==> src/rtl/id_ex_stage_pkg.sv <==
// Shared types for the ID/EX skid stage: ALU opcodes, operand selects,
// the buffered entry layout and the occupancy FSM encoding.
package id_ex_stage_pkg;

    localparam logic [5:0] ALU_NOP = 6'b000_000;
    localparam logic [5:0] ALU_ADD = 6'b000_001;
    localparam logic [5:0] ALU_SUB = 6'b000_010;
    localparam logic [5:0] ALU_AND = 6'b000_011;
    localparam logic [5:0] ALU_OR  = 6'b000_100;
    localparam logic [5:0] ALU_XOR = 6'b000_101;
    localparam logic [5:0] ALU_SLL = 6'b000_110;
    localparam logic [5:0] ALU_SRL = 6'b000_111;

    localparam logic [1:0] SEL_A_RS1 = 2'b00;
    localparam logic [1:0] SEL_A_PC  = 2'b01;
    localparam logic [1:0] SEL_A_PC4 = 2'b10;
    localparam logic [1:0] SEL_A_RSV = 2'b11;

    localparam logic SEL_B_RS2 = 1'b0;
    localparam logic SEL_B_IMM = 1'b1;

    typedef struct packed {
        logic [5:0]  alu_op;
        logic [31:0] op_a;
        logic [31:0] op_b;
        logic [4:0]  rd;
        logic [31:0] pc;
    } entry_t;

    typedef enum logic [1:0] {
        EMPTY = 2'd0,
        ONE   = 2'd1,
        FULL  = 2'd2
    } state_e;

    // Wraps at 2^32 so a jump-and-link at the top of memory links to 0.
    function automatic logic [31:0] pc_plus4(input logic [31:0] pc);
        return pc + 32'd4;
    endfunction

endpackage

==> src/rtl/id_ex_stage_if.sv <==
// Decode-side and execute-side handshake bundle of the ID/EX stage.
// slave = the stage itself, master = whoever drives decode and consumes execute.
interface id_ex_stage_if;

    logic        in_valid_i;
    logic        in_ready_o;
    logic [5:0]  ALUop_i;
    logic [31:0] pc_i;
    logic [31:0] rs1_data_i;
    logic [31:0] rs2_data_i;
    logic [31:0] imm_i;
    logic [4:0]  rs1_addr_i;
    logic [4:0]  rs2_addr_i;
    logic [4:0]  rd_addr_i;
    logic [1:0]  sel_a_i;
    logic        sel_b_i;

    logic        out_valid_o;
    logic        out_ready_i;
    logic [5:0]  ALUop_o;
    logic [31:0] operand_A_o;
    logic [31:0] operand_B_o;
    logic [4:0]  rd_addr_o;
    logic [31:0] pc_o;

    modport slave (
        input  in_valid_i, ALUop_i, pc_i, rs1_data_i, rs2_data_i, imm_i,
        input  rs1_addr_i, rs2_addr_i, rd_addr_i, sel_a_i, sel_b_i,
        input  out_ready_i,
        output in_ready_o,
        output out_valid_o, ALUop_o, operand_A_o, operand_B_o,
        output rd_addr_o, pc_o
    );

    modport master (
        output in_valid_i, ALUop_i, pc_i, rs1_data_i, rs2_data_i, imm_i,
        output rs1_addr_i, rs2_addr_i, rd_addr_i, sel_a_i, sel_b_i,
        output out_ready_i,
        input  in_ready_o,
        input  out_valid_o, ALUop_o, operand_A_o, operand_B_o,
        input  rd_addr_o, pc_o
    );

endinterface

==> src/rtl/id_ex_operand_mux.sv <==
// Capture-side operand forwarding and A/B selection for the ID/EX stage.
// Writeback bypass is compiled in only when ID_EX_FORWARDING_EN is defined.
module id_ex_operand_mux
    import id_ex_stage_pkg::*;
(
    input  logic [5:0]  alu_op_i,
    input  logic [31:0] pc_i,
    input  logic [31:0] rs1_data_i,
    input  logic [31:0] rs2_data_i,
    input  logic [31:0] imm_i,
    input  logic [4:0]  rs1_addr_i,
    input  logic [4:0]  rs2_addr_i,
    input  logic [4:0]  rd_addr_i,
    input  logic [1:0]  sel_a_i,
    input  logic        sel_b_i,
    input  logic        fwd_valid_i,
    input  logic [4:0]  fwd_rd_i,
    input  logic [31:0] fwd_data_i,
    output entry_t      entry_o
);

    logic [31:0] rs1_val;
    logic [31:0] rs2_val;

`ifdef ID_EX_FORWARDING_EN
    logic fwd_hit1;
    logic fwd_hit2;

    // x0 is hardwired to zero, so a writeback aimed at it never bypasses.
    assign fwd_hit1 = fwd_valid_i && (fwd_rd_i != 5'd0)
                      && (fwd_rd_i == rs1_addr_i);
    assign fwd_hit2 = fwd_valid_i && (fwd_rd_i != 5'd0)
                      && (fwd_rd_i == rs2_addr_i);
    assign rs1_val  = fwd_hit1 ? fwd_data_i : rs1_data_i;
    assign rs2_val  = fwd_hit2 ? fwd_data_i : rs2_data_i;
`else
    logic unused_fwd;

    assign rs1_val    = rs1_data_i;
    assign rs2_val    = rs2_data_i;
    assign unused_fwd = ^{fwd_valid_i, fwd_rd_i, fwd_data_i,
                          rs1_addr_i, rs2_addr_i};
`endif

    always_comb begin
        entry_o        = '0;
        entry_o.alu_op = alu_op_i;
        entry_o.rd     = rd_addr_i;
        entry_o.pc     = pc_i;
        unique case (sel_a_i)
            SEL_A_PC:  entry_o.op_a = pc_i;
            SEL_A_PC4: entry_o.op_a = pc_plus4(pc_i);
            default:   entry_o.op_a = rs1_val;
        endcase
        entry_o.op_b = (sel_b_i == SEL_B_IMM) ? imm_i : rs2_val;
    end

endmodule

==> src/rtl/id_ex_stage.sv <==
// ID/EX pipeline register built as a 2-entry skid buffer with registered ready.
// Optional writeback bypass: define ID_EX_FORWARDING_EN.
module id_ex_stage
    import id_ex_stage_pkg::*;
#(
    parameter int DEPTH = 2
) (
    input  logic        clk_i,
    input  logic        rst_i,
    input  logic        flush_i,
    input  logic        fwd_valid_i,
    input  logic [4:0]  fwd_rd_i,
    input  logic [31:0] fwd_data_i,
    id_ex_stage_if.slave bus
);

    entry_t  entry_d;
    entry_t  buf_q [DEPTH];
    entry_t  head;
    state_e  state_q;
    logic    in_ready_q;
    logic    out_valid;
    logic    push;
    logic    pop;

    id_ex_operand_mux u_mux (
        .alu_op_i    (bus.ALUop_i),
        .pc_i        (bus.pc_i),
        .rs1_data_i  (bus.rs1_data_i),
        .rs2_data_i  (bus.rs2_data_i),
        .imm_i       (bus.imm_i),
        .rs1_addr_i  (bus.rs1_addr_i),
        .rs2_addr_i  (bus.rs2_addr_i),
        .rd_addr_i   (bus.rd_addr_i),
        .sel_a_i     (bus.sel_a_i),
        .sel_b_i     (bus.sel_b_i),
        .fwd_valid_i (fwd_valid_i),
        .fwd_rd_i    (fwd_rd_i),
        .fwd_data_i  (fwd_data_i),
        .entry_o     (entry_d)
    );

    assign out_valid = (state_q != EMPTY);
    assign push      = bus.in_valid_i && in_ready_q;
    assign pop       = out_valid && bus.out_ready_i;

    // Ready is a flop: it tracks next-state occupancy so out_ready_i
    // never reaches in_ready_o combinationally.
    always_ff @(posedge clk_i) begin
        if (rst_i) begin
            state_q    <= EMPTY;
            in_ready_q <= 1'b0;
            for (int i = 0; i < DEPTH; i++) begin
                buf_q[i] <= '0;
            end
        end else if (flush_i) begin
            state_q    <= EMPTY;
            in_ready_q <= 1'b1;
            for (int i = 0; i < DEPTH; i++) begin
                buf_q[i] <= '0;
            end
        end else begin
            unique case (state_q)
                EMPTY: begin
                    in_ready_q <= 1'b1;
                    if (push) begin
                        buf_q[0] <= entry_d;
                        state_q  <= ONE;
                    end
                end
                ONE: begin
                    in_ready_q <= !(push && !pop);
                    if (push && pop) begin
                        buf_q[0] <= entry_d;
                    end else if (push) begin
                        buf_q[1] <= entry_d;
                        state_q  <= FULL;
                    end else if (pop) begin
                        state_q  <= EMPTY;
                    end
                end
                FULL: begin
                    in_ready_q <= pop;
                    if (pop) begin
                        buf_q[0] <= buf_q[1];
                        state_q  <= ONE;
                    end
                end
                default: begin
                    state_q    <= EMPTY;
                    in_ready_q <= 1'b1;
                end
            endcase
        end
    end

    // An empty stage presents an all-zero bubble to the ALU.
    assign head            = out_valid ? buf_q[0] : '0;
    assign bus.in_ready_o  = in_ready_q;
    assign bus.out_valid_o = out_valid;
    assign bus.ALUop_o     = head.alu_op;
    assign bus.operand_A_o = head.op_a;
    assign bus.operand_B_o = head.op_b;
    assign bus.rd_addr_o   = head.rd;
    assign bus.pc_o        = head.pc;

endmodule

==> src/flat_wrapper.sv <==
// flat-port wrapper written by rule: the top's interface ports become plain ports
module id_ex_stage_flat import id_ex_stage_pkg::*;
#(
    parameter int DEPTH = 2
)
  (clk_i, rst_i, flush_i, fwd_valid_i, fwd_rd_i, fwd_data_i, bus_in_valid_i, bus_ALUop_i, bus_pc_i, bus_rs1_data_i, bus_rs2_data_i, bus_imm_i, bus_rs1_addr_i, bus_rs2_addr_i, bus_rd_addr_i, bus_sel_a_i, bus_sel_b_i, bus_out_ready_i, bus_in_ready_o, bus_out_valid_o, bus_ALUop_o, bus_operand_A_o, bus_operand_B_o, bus_rd_addr_o, bus_pc_o);
  id_ex_stage_if bus_i ();
  input  logic clk_i;
  input  logic rst_i;
  input  logic flush_i;
  input  logic fwd_valid_i;
  input  logic [4:0] fwd_rd_i;
  input  logic [31:0] fwd_data_i;
  input wire logic [$bits(bus_i.in_valid_i)-1:0] bus_in_valid_i;
  input wire logic [$bits(bus_i.ALUop_i)-1:0] bus_ALUop_i;
  input wire logic [$bits(bus_i.pc_i)-1:0] bus_pc_i;
  input wire logic [$bits(bus_i.rs1_data_i)-1:0] bus_rs1_data_i;
  input wire logic [$bits(bus_i.rs2_data_i)-1:0] bus_rs2_data_i;
  input wire logic [$bits(bus_i.imm_i)-1:0] bus_imm_i;
  input wire logic [$bits(bus_i.rs1_addr_i)-1:0] bus_rs1_addr_i;
  input wire logic [$bits(bus_i.rs2_addr_i)-1:0] bus_rs2_addr_i;
  input wire logic [$bits(bus_i.rd_addr_i)-1:0] bus_rd_addr_i;
  input wire logic [$bits(bus_i.sel_a_i)-1:0] bus_sel_a_i;
  input wire logic [$bits(bus_i.sel_b_i)-1:0] bus_sel_b_i;
  input wire logic [$bits(bus_i.out_ready_i)-1:0] bus_out_ready_i;
  output wire logic [$bits(bus_i.in_ready_o)-1:0] bus_in_ready_o;
  output wire logic [$bits(bus_i.out_valid_o)-1:0] bus_out_valid_o;
  output wire logic [$bits(bus_i.ALUop_o)-1:0] bus_ALUop_o;
  output wire logic [$bits(bus_i.operand_A_o)-1:0] bus_operand_A_o;
  output wire logic [$bits(bus_i.operand_B_o)-1:0] bus_operand_B_o;
  output wire logic [$bits(bus_i.rd_addr_o)-1:0] bus_rd_addr_o;
  output wire logic [$bits(bus_i.pc_o)-1:0] bus_pc_o;
  assign bus_i.in_valid_i = bus_in_valid_i;
  assign bus_i.ALUop_i = bus_ALUop_i;
  assign bus_i.pc_i = bus_pc_i;
  assign bus_i.rs1_data_i = bus_rs1_data_i;
  assign bus_i.rs2_data_i = bus_rs2_data_i;
  assign bus_i.imm_i = bus_imm_i;
  assign bus_i.rs1_addr_i = bus_rs1_addr_i;
  assign bus_i.rs2_addr_i = bus_rs2_addr_i;
  assign bus_i.rd_addr_i = bus_rd_addr_i;
  assign bus_i.sel_a_i = bus_sel_a_i;
  assign bus_i.sel_b_i = bus_sel_b_i;
  assign bus_i.out_ready_i = bus_out_ready_i;
  assign bus_in_ready_o = bus_i.in_ready_o;
  assign bus_out_valid_o = bus_i.out_valid_o;
  assign bus_ALUop_o = bus_i.ALUop_o;
  assign bus_operand_A_o = bus_i.operand_A_o;
  assign bus_operand_B_o = bus_i.operand_B_o;
  assign bus_rd_addr_o = bus_i.rd_addr_o;
  assign bus_pc_o = bus_i.pc_o;
  id_ex_stage #(.DEPTH(DEPTH)) u_core (.clk_i(clk_i), .rst_i(rst_i), .flush_i(flush_i), .fwd_valid_i(fwd_valid_i), .fwd_rd_i(fwd_rd_i), .fwd_data_i(fwd_data_i), .bus(bus_i));
endmodule
==> config.mk <==
export PLATFORM = sky130hd
export DESIGN_NAME = id_ex_stage_flat
export DESIGN_NICKNAME = d
export VERILOG_FILES = /design/src/rtl/id_ex_stage_pkg.sv /design/src/rtl/id_ex_stage_if.sv /design/src/rtl/id_ex_operand_mux.sv /design/src/rtl/id_ex_stage.sv /design/src/flat_wrapper.sv
export SDC_FILE = /design/constraint.sdc
export NUM_CORES = 1
export LEC_CHECK = 0
export BUFFER_PORTS_ARGS = -buffer_cell sky130_fd_sc_hd__clkbuf_2
export CORE_ASPECT_RATIO = 1.75
export CORE_MARGIN = 10
export CORE_UTILIZATION = 35
export DETAILED_ROUTE_END_ITERATION = 10
export HOLD_SLACK_MARGIN = 0.15
export SLEW_MARGIN = 20
export SYNTH_ARGS = -nofsm -noshare
export SYNTH_HDL_FRONTEND = slang
export SYNTH_SLANG_ARGS = --single-unit
==> constraint.sdc <==
create_clock -name clk_i -period 19.1 [get_ports clk_i]
set_input_delay 1.91 -clock clk_i [delete_from_list [all_inputs] [get_ports clk_i]]
set_output_delay 1.91 -clock clk_i [all_outputs]
set_load 0.02 [all_outputs]
==> results by stage <==
Logic synthesis:
- The Yosys step of the flow raised 0 warnings.
- The share of flip-flops with an asynchronous set or reset is 0%.
- The primary flip-flop cell chosen by synthesis mapping is sky130_fd_sc_hd__edfxtp_1.
- The cell area that synthesis handed to floorplanning was 11000 µm².
- The number of standard cells after synthesis is 971.
- A synthesized cell averages 11.4 µm².
- Counting every net in the synthesized netlist gives 1173.
- The number of unique standard cell types used by synthesis is 55.
- The portion of the post-synthesis area used by sequential elements is 58.8%.
- The synthesized design contains 214 enable-type register cells.
- After synthesis the netlist holds a flip-flop and latch count of 217.

Floorplan:
- The floorplan has 86 rows.
- The core region is 31300 µm².
- The vertical die dimension is 255 µm.
- The starting utilization of the core area is 35.2%.
- Pin placement for this block handled 304 I/O pins.
- From left edge to right edge, the die measures 154 µm.
- The die covers 39300 µm².

Worst setup path:
- The start point of the critical path is u_core.state_q[0]$_SDFFE_PP0P_.
- For the worst flop-to-flop path, the logic depth is 7.
- The critical path in this run is classified as reg -> out.
- The register-to-register setup slack is 15.32 ns.
- On the critical path, the stage with the largest delay is an instance of sky130_fd_sc_hd__buf_4.
- The destination of the worst register-to-register timing path is u_core.buf_q[0][104]$_DFFE_PP_.
- Traced cell by cell, the critical path runs through inv_1 -> ha_4 -> buf_4 -> inv_1 -> clkbuf_2.
- The startpoint identified for the worst register-to-register timing path is u_core.state_q[0]$_SDFFE_PP0P_.
- The critical path endpoint category is an output pin.
- Counting stages on the worst path, the most repeated cell is sky130_fd_sc_hd__inv_1.
- In this run the worst path has a maximum fanout of 91.
- STA classifies the critical path startpoint as a register.
- Data on the critical path arrives at its endpoint at 2.71 ns.
- The endpoint required time on the critical path is 17.19 ns.
- On the critical path the largest part of the delay comes from buffers and inverters.
- The worst path buffer plus inverter count is 4.
- The delay of the slowest critical-path stage is 0.84 ns.

Timing:
- The worst slew margin relative to its limit is 26.8%.
- The worst hold margin is 0.505 ns.
- The clock period could shrink to 4.62 ns.
- The number of max-slew violations in the final report is 0.
- The worst clock skew is 0.0110 ns.
- The final count of hold timing violations was 0.
- Setup repair after global routing left no endpoint under its margin.
- The final worst-path cycle share is 24.2%.
- The sum of negative setup slack is 0 ns.
- For this run, the top clock speed supported by timing is 216 MHz.
- For the pin with the worst max-slew slack, the measured transition is 1.10 ns.
- The setup violation total in the final timing report is 0.

CTS:
- For the worst-skew pair, the clock arrives at the later sink with an insertion delay of 0.52 ns.
- After clock tree synthesis, the setup repair step added 0 buffers.
- The post-cts gate resize count is 0.
- The total CTS buffers is 22.
- The TritonCTS clock tree is built.
- Clock-pin slew was measured on the worst setup and hold paths at 0.06 ns.
- The number of hold buffers added after cts is 0.
- The tree is rooted in a sky130_fd_sc_hd__clkbuf_16.
- The maximum level of the CTS H-tree is 1.
- The CTS sink count is 217.
- The maximum clock insertion buffer count is 3.

Power and ir drop:
- Internal power comes to 0.000835 W.
- In this run the static leakage power is 5.81 nW.
- The relative contribution of sequential cells to total power is 50.9%.
- For this design the ratio of total power to cell area is 81.6 nW/µm².
- The clock network accounts for 40.0% of the total power.
- The net switching power is 0.000262 W.
- The net switching fraction of the power is 23.9%.
- The share of total power dissipated in combinational logic is 9.2%.
- VDD sags by at most 0.0609 mV.

Finish:
- The most common cell after layout, fill and taps aside is sky130_fd_sc_hd__clkbuf_2.
- At the end of the flow, the number of nets in the layout was 1400.
- The layout cell share with drive strength beyond 1 is 31.0%.
- The library cells used most frequently in the layout, excluding fill and tap cells, are sky130_fd_sc_hd__clkbuf_2 (255), sky130_fd_sc_hd__edfxtp_1 (214), sky130_fd_sc_hd__nand2_1 (139).
- Relative to the synthesized area, the layout overhead comes to 21.7%.
- After routing the design area is 13400 µm².

Hold path:
- The worst hold path depth is 2.
- The sink of the worst hold path is u_core.buf_q[0][56]$_DFFE_PP_.
- The tightest min-delay check is of the reg -> reg type.
- In this run the most critical hold path is launched from u_core.buf_q[1][56]$_DFFE_PP_.

Drt:
- The first detailed-routing pass took 5 iterations.
- The initial detailed-routing violation count is 380.
- The detail route stage leaves a number of antenna-violating nets equal to 0.
- After detailed routing, the average wire length per cell comes to 20.1 µm.
- For this run, design rule violations remaining after detail routing come to 0.
- The routed wire length is 32.4 mm.
- The number of vias after detailed routing is 8260.
- Dividing the detail-routed via count by the number of cells gives 5.12.

Global route:
- The number of global-route vias before repair was 8765.
- The first global-routing pass estimated 50.0 mm of wire.
- Entering global routing, the biggest net connects 92 pins.
- The total track usage is 15.9%.
- The initial antenna violation count is 6.
- The total overflow left after global routing is 0.

Run:
- Across the run, the number of max-cap violations was 0.

Status:
- The run finished with clean final reports.

Placement:
- The last weighted congestion value of the routability-driven placer is 0.813.
- In this run the cell area measured after placement is 12700 µm².
- The placed wire-length estimate after detailed placement is 22.4 mm.
- The count of buffers added on input and output ports is 255.
==> registers in the layout, indices dropped and copies added (netlist names) <==
register and flops:
u_core.buf_q 214, u_core.bus.in_ready_o 1, u_core.state_q 2
==> metal layers <==
metal  vias up  wire, µm  GRT usage (%)
met3        56      1980           3.43
li1       3963         -              -
met1      3982     12500           17.7
met5         -        29              0
met4         4       953           6.99
met2       255     16900           28.4
==> synth_stat cells, types with 4 or more instances <==
cell type | count | area share, %
sky130_fd_sc_hd__inv_1 | 13 | 0.44
sky130_fd_sc_hd__xor2_1 | 8 | 0.63
sky130_fd_sc_hd__o21ai_0 | 36 | 1.6
sky130_fd_sc_hd__buf_1 | 7 | 0.24
sky130_fd_sc_hd__o31ai_1 | 13 | 0.88
sky130_fd_sc_hd__mux2i_1 | 36 | 3.3
sky130_fd_sc_hd__o22ai_1 | 6 | 0.34
sky130_fd_sc_hd__nand3_1 | 13 | 0.59
sky130_fd_sc_hd__nor4_1 | 8 | 0.45
sky130_fd_sc_hd__nand2b_1 | 4 | 0.23
sky130_fd_sc_hd__nor2b_1 | 109 | 6.2
sky130_fd_sc_hd__mux2_2 | 57 | 5.8
sky130_fd_sc_hd__and3_1 | 45 | 2.6
sky130_fd_sc_hd__nand4_1 | 11 | 0.62
sky130_fd_sc_hd__buf_2 | 4 | 0.18
sky130_fd_sc_hd__nor3_1 | 12 | 0.54
sky130_fd_sc_hd__clkbuf_1 | 56 | 1.9
sky130_fd_sc_hd__nand2_1 | 140 | 4.8
sky130_fd_sc_hd__a21oi_1 | 36 | 1.6
sky130_fd_sc_hd__nor2_1 | 69 | 2.3
sky130_fd_sc_hd__ha_1 | 7 | 0.79
sky130_fd_sc_hd__edfxtp_1 | 214 | 58
sky130_fd_sc_hd__a2bb2oi_1 | 6 | 0.48
sky130_fd_sc_hd__xnor2_1 | 5 | 0.40
sky130_fd_sc_hd__a221o_1 | 4 | 0.36
==> power by group through the flow <==
stage | logic (W) | clock network [W] | registers [W]
floorplan | 0.0000573 | 0 | 0.000571
global placement | 0.000100 | 0 | 0.000567
detailed placement | 0.000102 | 0 | 0.000568
CTS | 0.000102 | 0.000453 | 0.000558
global route | 0.000110 | 0.000467 | 0.000560
finish | 0.000100 | 0.000438 | 0.000558
==> per-stage QoR <==
stage,total power (W),worst slack (ns),instances,utilization [%]
finish,0.00110,14.48,1613,42.9
global route,0.00114,14.25,1613,42.9
CTS,0.00111,14.35,1609,42.9
detailed placement,0.000670,14.57,1570,40.6
global placement,0.000667,14.60,1570,40.6
floorplan,0.000629,8.82,971,-
==> worst min-delay path, stage by stage (launching register included) <==
cell,delay [ns]
sky130_fd_sc_hd__edfxtp_1,0.32
sky130_fd_sc_hd__nand2_1,0.04
sky130_fd_sc_hd__nand2_1,0.04
==> cell type report <==
class                           count  area (µm²)
Fill cell                        3000       17900
Clock buffer                       24         579
Tap cell                          396         495
Sequential cell                   217        6490
Inverter                           13        48.8
Clock inverter                     15         135
Multi-Input combinational cell    673        4280
Timing Repair Buffer              271        1400
Antenna cell                        4        10.0
==> cell families (layout without fill, tap and decap cells) <==
kind of cell | count (synthesis) | count (layout) | synth area share [%]
compound gates | 131 | 131 | 7.64
mux | 94 | 94 | 9.18
flops | 217 | 217 | 58.8
other cells | 0 | 4 | 0
buf+inv | 81 | 323 | 2.87
simple gates | 428 | 428 | 19.7
fa+ha+maj | 7 | 7 | 0.794
xor+xnor | 13 | 13 | 1.03
==> how the worst max path moves through the flow <==
stage	end	cells after the start
2_1_floorplan	u_core.buf_q[1][0]$_DFFE_PP_	2
3_3_place_gp	u_core.buf_q[0][92]$_DFFE_PP_	7
3_5_place_dp	u_core.buf_q[0][92]$_DFFE_PP_	7
4_1_cts	bus_out_valid_o	5
5_1_grt	bus_out_valid_o	5
6_report	bus_out_valid_o	5
Power figures use the tool's default switching activity.
